==> src/rtl/spi_link_scheduler.sv <==
`timescale 1ns/1ps
// spi_link_scheduler: arbitrates NREQ requesters onto one SPI mode-0 master link.
// Optional build macro ARB_FIXED_PRIORITY_EN: lowest-index requester always wins.
module spi_link_scheduler #(
    parameter int NREQ   = 4,
    parameter int DATA_W = 8,
    parameter int DIV_W  = 8
) (
    input  logic                     clockIn,
    input  logic                     reset,
    input  logic [NREQ-1:0]          req,
    input  logic [NREQ*DATA_W-1:0]   txData,
    input  logic [DIV_W-1:0]         divSel,
    input  logic                     miso,
    output logic [NREQ-1:0]          grant,
    output logic [NREQ-1:0]          done,
    output logic [DATA_W-1:0]        rxData,
    output logic                     rxValid,
    output logic                     busy,
    output logic                     sclk,
    output logic                     mosi,
    output logic [NREQ-1:0]          csN
);

    localparam int IW = (NREQ > 1) ? $clog2(NREQ) : 1;
    localparam int EW = $clog2(2 * DATA_W);
    localparam logic [EW-1:0] LAST_EDGE = EW'(2 * DATA_W - 1);

    typedef enum logic [2:0] {IDLE, ARB, SETUP, SHIFT, HOLD} state_t;

    state_t            state;
    state_t            nxt;
    logic [DIV_W-1:0]  div;
    logic [DIV_W-1:0]  cnt;
    logic [EW-1:0]     edgeCnt;
    logic [IW-1:0]     winner;
    logic [NREQ-1:0]   reqL;
    logic [NREQ-1:0]   grantR;
    logic [DATA_W-1:0] tx;
    logic [DATA_W-1:0] rx;
    logic              halfEnd;
    logic              lastEdge;
    logic              frame;

    assign halfEnd  = (cnt == div);
    assign lastEdge = (edgeCnt == LAST_EDGE);
    assign frame    = (state == SETUP) || (state == SHIFT) || (state == HOLD);

`ifdef ARB_FIXED_PRIORITY_EN
    // Winner is the lowest-index requester in the snapshot taken on leaving IDLE.
    always_comb begin
        winner = '0;
        for (int i = NREQ - 1; i >= 0; i--) begin
            if (reqL[IW'(i)]) winner = IW'(i);
        end
    end
`else
    logic [IW-1:0] rrPtr;
    logic [IW-1:0] idx;
    logic          found;

    // Winner is the first snapshot requester after the previous winner, wrapping.
    always_comb begin
        winner = rrPtr;
        found  = 1'b0;
        idx    = '0;
        for (int k = 1; k <= NREQ; k++) begin
            idx = IW'((int'(rrPtr) + k) % NREQ);
            if (!found && reqL[idx]) begin
                found  = 1'b1;
                winner = idx;
            end
        end
    end

    // Round-robin pointer remembers the last granted requester.
    always_ff @(posedge clockIn or posedge reset) begin
        if (reset) rrPtr <= IW'(NREQ - 1);
        else if (state == ARB) rrPtr <= winner;
    end
`endif

    // State register.
    always_ff @(posedge clockIn or posedge reset) begin
        if (reset) state <= IDLE;
        else state <= nxt;
    end

    // Next-state logic: one frame per grant, half-period paced by the divider.
    always_comb begin
        nxt = state;
        unique case (state)
            IDLE:    if (|req) nxt = ARB;
            ARB:     nxt = SETUP;
            SETUP:   if (halfEnd) nxt = SHIFT;
            SHIFT:   if (halfEnd && sclk && lastEdge) nxt = HOLD;
            HOLD:    if (halfEnd) nxt = IDLE;
            default: nxt = IDLE;
        endcase
    end

    // Frame datapath: divider, shift registers, sclk and completion pulses.
    always_ff @(posedge clockIn or posedge reset) begin
        if (reset) begin
            cnt     <= '0;
            div     <= '0;
            edgeCnt <= '0;
            reqL    <= '0;
            grantR  <= '0;
            tx      <= '0;
            rx      <= '0;
            sclk    <= 1'b0;
            done    <= '0;
            rxValid <= 1'b0;
            rxData  <= '0;
        end else begin
            done    <= '0;
            rxValid <= 1'b0;
            cnt     <= (frame && !halfEnd) ? cnt + 1'b1 : '0;
            unique case (state)
                IDLE: begin
                    if (|req) reqL <= req;
                end
                ARB: begin
                    grantR  <= NREQ'(1) << winner;
                    tx      <= txData[winner*DATA_W +: DATA_W];
                    div     <= divSel;
                    edgeCnt <= '0;
                    sclk    <= 1'b0;
                end
                SHIFT: begin
                    if (halfEnd) begin
                        sclk    <= ~sclk;
                        edgeCnt <= edgeCnt + 1'b1;
                        if (!sclk) rx <= {rx[DATA_W-2:0], miso};
                        else tx <= {tx[DATA_W-2:0], 1'b0};
                    end
                end
                HOLD: begin
                    if (halfEnd) begin
                        grantR  <= '0;
                        done    <= grantR;
                        rxValid <= 1'b1;
                        rxData  <= rx;
                    end
                end
                default: ;
            endcase
        end
    end

    // Outputs decoded from state: chip-select and mosi only inside a frame.
    always_comb begin
        busy  = (state != IDLE);
        grant = grantR;
        csN   = '1;
        mosi  = 1'b0;
        if (frame) begin
            csN  = ~grantR;
            mosi = tx[DATA_W-1];
        end
    end

endmodule

==> config.mk <==
export PLATFORM = sky130hd
export DESIGN_NAME = spi_link_scheduler
export DESIGN_NICKNAME = d
export VERILOG_FILES = /design/src/rtl/spi_link_scheduler.sv
export SDC_FILE = /design/constraint.sdc
export NUM_CORES = 1
export LEC_CHECK = 0
export BUFFER_PORTS_ARGS = -buffer_cell sky130_fd_sc_hd__buf_4
export CAP_MARGIN = 20
export CORE_MARGIN = 1
export CORE_UTILIZATION = 43
export CTS_CLUSTER_SIZE = 8
export DETAILED_ROUTE_END_ITERATION = 16
export HOLD_SLACK_MARGIN = 0.02
export PLACE_DENSITY = 0.68
export SYNTH_ARGS = -nofsm -noshare
export SYNTH_HDL_FRONTEND = slang
export SYNTH_SLANG_ARGS = --single-unit
export TNS_END_PERCENT = 30
==> constraint.sdc <==
create_clock -name clockIn -period 2 [get_ports clockIn]
set_input_delay 0 -clock clockIn [delete_from_list [all_inputs] [get_ports clockIn]]
set_output_delay 0 -clock clockIn [all_outputs]
set_load 0.01 [all_outputs]
==> results of run 1 <==
[power breakdown]
group          switching (mW)  total [mW]  internal [mW]
registers               0.228        1.73           1.50
logic                   0.671        1.34          0.667
clock network           0.474        1.08          0.604
[worst max-delay path, cell delays in order (launching register included)]
cell,delay (ns)
dfstp_2,0.58
mux2i_1,0.12
a221oi_2,0.34
buf_6,0.22
nand2_1,0.09
a41oi_2,0.19
o311ai_1,0.13
a31oi_1,0.19
[cell usage in the layout (no fill, tap or decap), types with 2 or more instances in the layout]
cell,count
a211oi_1,2
a21oi_1,3
a22o_1,3
a31oi_1,9
and2_1,3
and3_1,3
buf_4,85
clkbuf_1,2
clkbuf_8,10
clkinv_2,3
dfrtp_1,61
dfstp_2,2
dlygate4sd3_1,16
ha_1,2
inv_1,10
inv_2,2
mux2_2,12
mux2_4,8
mux2i_1,9
nand2_1,74
nand3_1,13
nand4_1,7
nor2_1,28
nor2b_1,3
nor3b_1,2
o21a_1,2
o21ai_0,5
o22ai_1,3
o32ai_1,3
or3_1,2
xor2_1,13
[through the flow]
stage | power (mW) | TNS [ns] | utilization | instances
after CTS | 4.11 | 0 | 0.606 | 515
after floorplan | 2.56 | 0 | - | 314
after global routing | 4.42 | -0.0942 | 0.612 | 518
final | 4.14 | 0 | 0.612 | 518
after detailed placement | 3.00 | 0 | 0.555 | 483
after global placement | 2.98 | 0 | 0.555 | 483
[sequential cells by signal (all words and copies together), names as in the netlist]
signal	cells
cnt	8
div	8
rxData	8
rx	8
tx	8
done	4
edgeCnt	4
grant	4
reqL	4
state	3
rrPtr	2
rxValid	1
sclk	1
[per-layer routing]
| layer | track usage | part of all wire | wire length [um] | vias up |
|---|---|---|---|---|
| met5 | 0 | 0 | 0 | - |
| met4 | 0.0697 | 0.021 | 151 | 0 |
| met3 | 0.0445 | 0.047 | 338 | 17 |
| met2 | 0.331 | 0.45 | 3270 | 89 |
| met1 | 0.287 | 0.48 | 3510 | 1229 |
| li1 | - | - | - | 1294 |
[cells in the mapped netlist, types with 3 or more instances]
cell	count
nand2_1	74
dfrtp_1	61
nor2_1	28
nand3_1	13
xor2_1	13
mux2_2	12
inv_1	11
a31oi_1	9
mux2i_1	9
mux2_4	8
nand4_1	7
buf_2	5
clkbuf_1	5
o21ai_0	5
a21oi_1	3
a22o_1	3
and2_1	3
and3_1	3
nor2b_1	3
o22ai_1	3
o32ai_1	3
or3_1	3
[worst paths after layout]
path / startpoint / to / slack (ns) / cells past startpoint
worst max-delay path: rrPtr[1]$_DFFE_PP1P_ / tx[5]$_DFFE_PP0P_ / 0.05 / 7
worst max register to register: rrPtr[1]$_DFFE_PP1P_ / tx[5]$_DFFE_PP0P_ / 0.05 / 7
max in group asynchronous: reset / rrPtr[0]$_DFFE_PP1P_ / 1.08 / 4
min in group asynchronous: reset / div[0]$_DFFE_PP0P_ / 0.27 / 3
worst min-delay path: txData[7] / tx[7]$_DFFE_PP0P_ / 0.04 / 3
worst min register to register: rxData[2]$_DFFE_PP0P_ / rxData[2]$_DFFE_PP0P_ / 0.48 / 2
[final cells by class]
cell class / count / area [um^2] / area share
multi-input combinational: 228 / 1440 / 0.342
tap: 96 / 120 / 0.0286
sequential: 63 / 1580 / 0.376
clock inverter: 4 / 45.0 / 0.0107
inverter: 12 / 45.0 / 0.0107
timing repair buffer: 103 / 830 / 0.197
clock buffer: 12 / 145 / 0.0345
[cells by family (layout without fill, tap and decap cells)]
| kind of cell | Yosys count | count (layout) | share of synthesized area |
|---|---|---|---|
| AO/OA/AOI/OAI | 41 | 41 | 0.0979 |
| buffers and inverters | 23 | 131 | 0.0322 |
| flip-flops | 63 | 63 | 0.509 |
| XOR/XNOR | 14 | 14 | 0.0395 |
| AND/OR/NAND/NOR | 142 | 142 | 0.202 |
| adder cells (fa/ha/maj) | 2 | 2 | 0.00806 |
| multiplexers | 29 | 29 | 0.111 |
[timing repair]
action                     4_1_cts  5_1_grt
setup endpoints to repair        0       15
resized for setup                0        3
hold endpoints to repair        37        0
setup buffers                    0        3
hold buffers                    16        0
==> flow_summary.toml, run 1 <==
[finish]
area_delta_synth_final_pct = 35.3
layout-drive-gt1-share = 0.313
fillers = 603
antenna_cells = 0
nets = 466
stdcell_area_um2 = 4200

[detailed_routing]
wire_per_inst_um = 14.0
viasPerCell = 5.08
vias = 2629
drtIter0Drc = 109
drt_pass1_iterations = 4
wl_um = 7270
drcViolationCount = 0
antenna_left = 0

[power]
p_leak_nw = 2.09
power_density_nw_per_um2 = 986
irDropWorstVdd_mv = 0.485

[clocking]
worst_setup_hold_path_clk_slew_ns = 0.07
clkLatencyLatePin_ns = 0.34
tritoncts = "built"
clockRootBuffer = "clkbuf_8"
clock_sinks = 63
cts.path.max_buffers = 2
cts_made_buffers = 9
ctsHtreeMaxLevel = 3

[timing]
tightest_slew_ns = 0.527
max_freq_mhz = 512
fin_ws_ns = 0.0471
final-hold-violation-count = 0
slew_headroom = 0.648
timing.hold.ws_ns = 0.0378
finalCritPeriodShare = 0.976
setup_viol = 0
min_period_ns = 1.95
finalMaxSlewViolations = 0
clock_skew_ns = 0.00838
rsz0062_at_grt = "yes"

[outcome]
status = "completed"

[synth]
syn-instance-count = 314
async_flop_share = 1.00
yosys.area.top_type = "dfrtp_1"
yosysSeqAreaShare = 0.509
syn_area_per_cell_um2 = 9.89
yosys_warnings = 0
synth_top_flop_cell = "dfrtp_1"
yosysTopAreaCellShare = 0.492
synth.distinct_cells = 46
synth_edf_count = 0
netlist_top_cells_area = "dfrtp_1 (49%), nand2_1 (8.9%), mux2_2 (4.4%), mux2_4 (3.9%), xor2_1 (3.7%)"
synth_area_um2 = 3100
syn_nets = 363
ys_seq_elements = 63

[placement]
numPortBuffers = 70
hpwl_um = 5120
gp_congestion = 0.804
placed_cell_area_um2 = 3810
place_ws_ns = 0.0158

[grt]
track_usage = 0.210
grt_pass1_wl_um = 12300
grt_overflow = 0
grt_pass1_vias = 2611
grt_start_max_net_pins = 41
antenna_found_initial = 0

[setup_path]
crit_path_start_kind = "flip-flop"
cp.arrival_ns = 2.21
cp_max_fo = 14
worstSetupEndpointType = "flip-flop"
worstSetupPathType = "flip-flop to flip-flop"
required_ns = 2.26

[die]
dieArea_um2 = 7560
start_util = 0.452
num_io_pins = 71
num_rows = 30
fp.dieH_um = 87.0
coreArea_um2 = 6870
fp.dieW_um = 87.0

[worst_hold_path]
hp-class = "input pin to flip-flop"

[run]
cap_violations = 0
Power figures use the tool's default switching activity.
==> run 2: changes to the inputs <==
--- a/config.mk
+++ b/config.mk
@@ -8,11 +8,12 @@
 export BUFFER_PORTS_ARGS = -buffer_cell sky130_fd_sc_hd__buf_4
 export CAP_MARGIN = 20
 export CORE_MARGIN = 1
-export CORE_UTILIZATION = 43
+export CORE_UTILIZATION = 49
 export CTS_CLUSTER_SIZE = 8
 export DETAILED_ROUTE_END_ITERATION = 16
 export HOLD_SLACK_MARGIN = 0.02
-export PLACE_DENSITY = 0.68
+export PLACE_DENSITY_LB_ADDON = 0.25
+export SKIP_LAST_GASP = 1
 export SYNTH_ARGS = -nofsm -noshare
 export SYNTH_HDL_FRONTEND = slang
 export SYNTH_SLANG_ARGS = --single-unit
==> run 2 against run 1 <==
  * Power about the same
  * Critical endpoint unchanged
  * First-iteration DRC count rose by 29%
  * Non-clock buffer count decreased by 2
==> flow_summary.toml, run 2 (synthesis results as in run 1) <==
[power]
seq_power_share = 0.419
p_int_mw = 2.72
irDropWorstVdd_mv = 0.589
power_density_nw_per_um2 = 994
swShare = 0.342
power_mw = 4.14
p_leak_nw = 2.07
pwr-share-clk = 0.271
p_sw_mw = 1.42
power.share.combinational = 0.311

[setup_path]
crit_path_start_kind = "flip-flop"
required_ns = 2.27
worstSetupPathType = "flip-flop to flip-flop"
cp_max_fo = 21
cp.arrival_ns = 2.17
worstSetupEndpointType = "flip-flop"

[timing]
clock_skew_ns = 0.00940
slew_headroom = 0.609
fin_ws_ns = 0.0970
tightest_slew_ns = 0.585
finalMaxSlewViolations = 0
finalCritPeriodShare = 0.951
timing.hold.ws_ns = 0.0216
max_freq_mhz = 525
setup_viol = 0
rsz0062_at_grt = "yes"
final-hold-violation-count = 0
min_period_ns = 1.90

[finish]
nets = 464
antenna_cells = 0
area.sequential_um2 = 1580
final_cell_mix = "buf_4 (84), nand2_1 (74), dfrtp_1 (61)"
fin_cells = 495
layout-drive-gt1-share = 0.314
fillers = 479
stdcell_area_um2 = 4170
final_common_cell = "buf_4"
area_delta_synth_final_pct = 34.3
multiInputGateArea_um2 = 1440

[worst_hold_path]
hp-class = "input pin to flip-flop"

[grt]
grt_overflow = 0
grt_start_max_net_pins = 29
grt_use_met1 = 0.301
grt-busiest-layer = "met2"
track_usage = 0.235
met3_usage = 0.0600
gr-usage-met2 = 0.399
antenna_found_initial = 0
grt_pass1_wl_um = 11700
grt_pass1_vias = 2534

[die]
fp.dieW_um = 81.6
dieArea_um2 = 6660
start_util = 0.515
num_rows = 28
coreArea_um2 = 6030
num_io_pins = 71
fp.dieH_um = 81.6

[run]
cap_violations = 0

[detailed_routing]
drtIter0Drc = 141
antenna_left = 0
drt_pass1_iterations = 4
drcViolationCount = 0
wire_per_inst_um = 14.2
vias = 2624
wl_um = 7010
viasPerCell = 5.30

[clocking]
postCtsSetupRepairBufs = 0
cts_made_buffers = 9
worst_setup_hold_path_clk_slew_ns = 0.08
clockRootBuffer = "clkbuf_8"
cts.path.max_buffers = 2
ctsHtreeMaxLevel = 3
clock_sinks = 63
tritoncts = "built"
clkLatencyLatePin_ns = 0.34

[placement]
gp_congestion = 0.867
numPortBuffers = 70
placed_cell_area_um2 = 3790
hpwl_um = 5100
dp_cells = 463
place_ws_ns = 0.0425

[outcome]
status = "completed"
run 2: cell types whose count changed in the layout (fill, tap and decap cells not counted), moves of 2 or more:
cell / previous run / this run
clkbuf_1: 2 / 0
clkinv_2: 3 / 0
clkinv_4: 0 / 2
clkinvlp_4: 0 / 2
inv_6: 0 / 2
run 2: worst paths after layout:
| kind | startpoint | endpoint | slack (ns) | cells past startpoint |
|---|---|---|---|---|
| worst max-delay path | rrPtr[0]$_DFFE_PP1P_ | tx[5]$_DFFE_PP0P_ | 0.1 | 7 |
| worst min-delay path | txData[7] | tx[7]$_DFFE_PP0P_ | 0.02 | 3 |
| worst max register to register | rrPtr[0]$_DFFE_PP1P_ | tx[5]$_DFFE_PP0P_ | 0.1 | 7 |
| worst min register to register | rxData[4]$_DFFE_PP0P_ | rxData[4]$_DFFE_PP0P_ | 0.48 | 2 |
| max in group asynchronous | reset | rxValid$_DFF_PP0_ | 1.01 | 4 |
| min in group asynchronous | reset | cnt[7]$_DFF_PP0_ | 0.30 | 3 |
run 2: worst max-delay path, stage by stage, from the launching register on:
cell and delay (ns):
dfstp_2 0.59, mux2i_1 0.11, a221oi_2 0.35, buf_12 0.20
nand2_1 0.08, a41oi_2 0.19, o311ai_1 0.14, a31oi_1 0.17
run 2: per-stage QoR:
| step | setup TNS (ns) | util |
|---|---|---|
| after floorplan | 0 | - |
| after global placement | 0 | 0.630 |
| after detailed placement | 0 | 0.630 |
| after CTS | 0 | 0.688 |
| after global routing | -0.0706 | 0.692 |
| final | 0 | 0.692 |
run 2: what timing repair did:
| action | 4_1_cts | 5_1_grt |
|---|---|---|
| setup endpoints to repair | 0 | 11 |
| hold buffers | 15 | 1 |
| endpoints found under the hold margin | 40 | 1 |
| gates resized for setup | 0 | 2 |
run 2: power by group through the flow:
stage,clock network [mW],logic (mW),registers (mW)
2_1_floorplan,0,0.857,1.70
3_3_place_gp,0,1.24,1.73
3_5_place_dp,0,1.26,1.75
4_1_cts,1.13,1.29,1.73
5_1_grt,1.20,1.45,1.77
6_report,1.12,1.29,1.73
run 2: routing by layer:
| layer | vias up | part of all wire | wire length [um] |
|---|---|---|---|
| li1 | 1293 | - | - |
| met1 | 1238 | 0.45 | 3180 |
| met2 | 86 | 0.48 | 3400 |
| met3 | 7 | 0.054 | 378 |
| met4 | 0 | 0.0077 | 54 |
| met5 | - | 0 | 0 |
run 2: layout make-up:
type	instances	area share
clock inverters	7	0.0192
clock buffers	9	0.0297
flip-flops and latches	63	0.379
repair buffers	101	0.195
well taps	75	0.0225
multi-input cells	228	0.344
inverters	12	0.0108
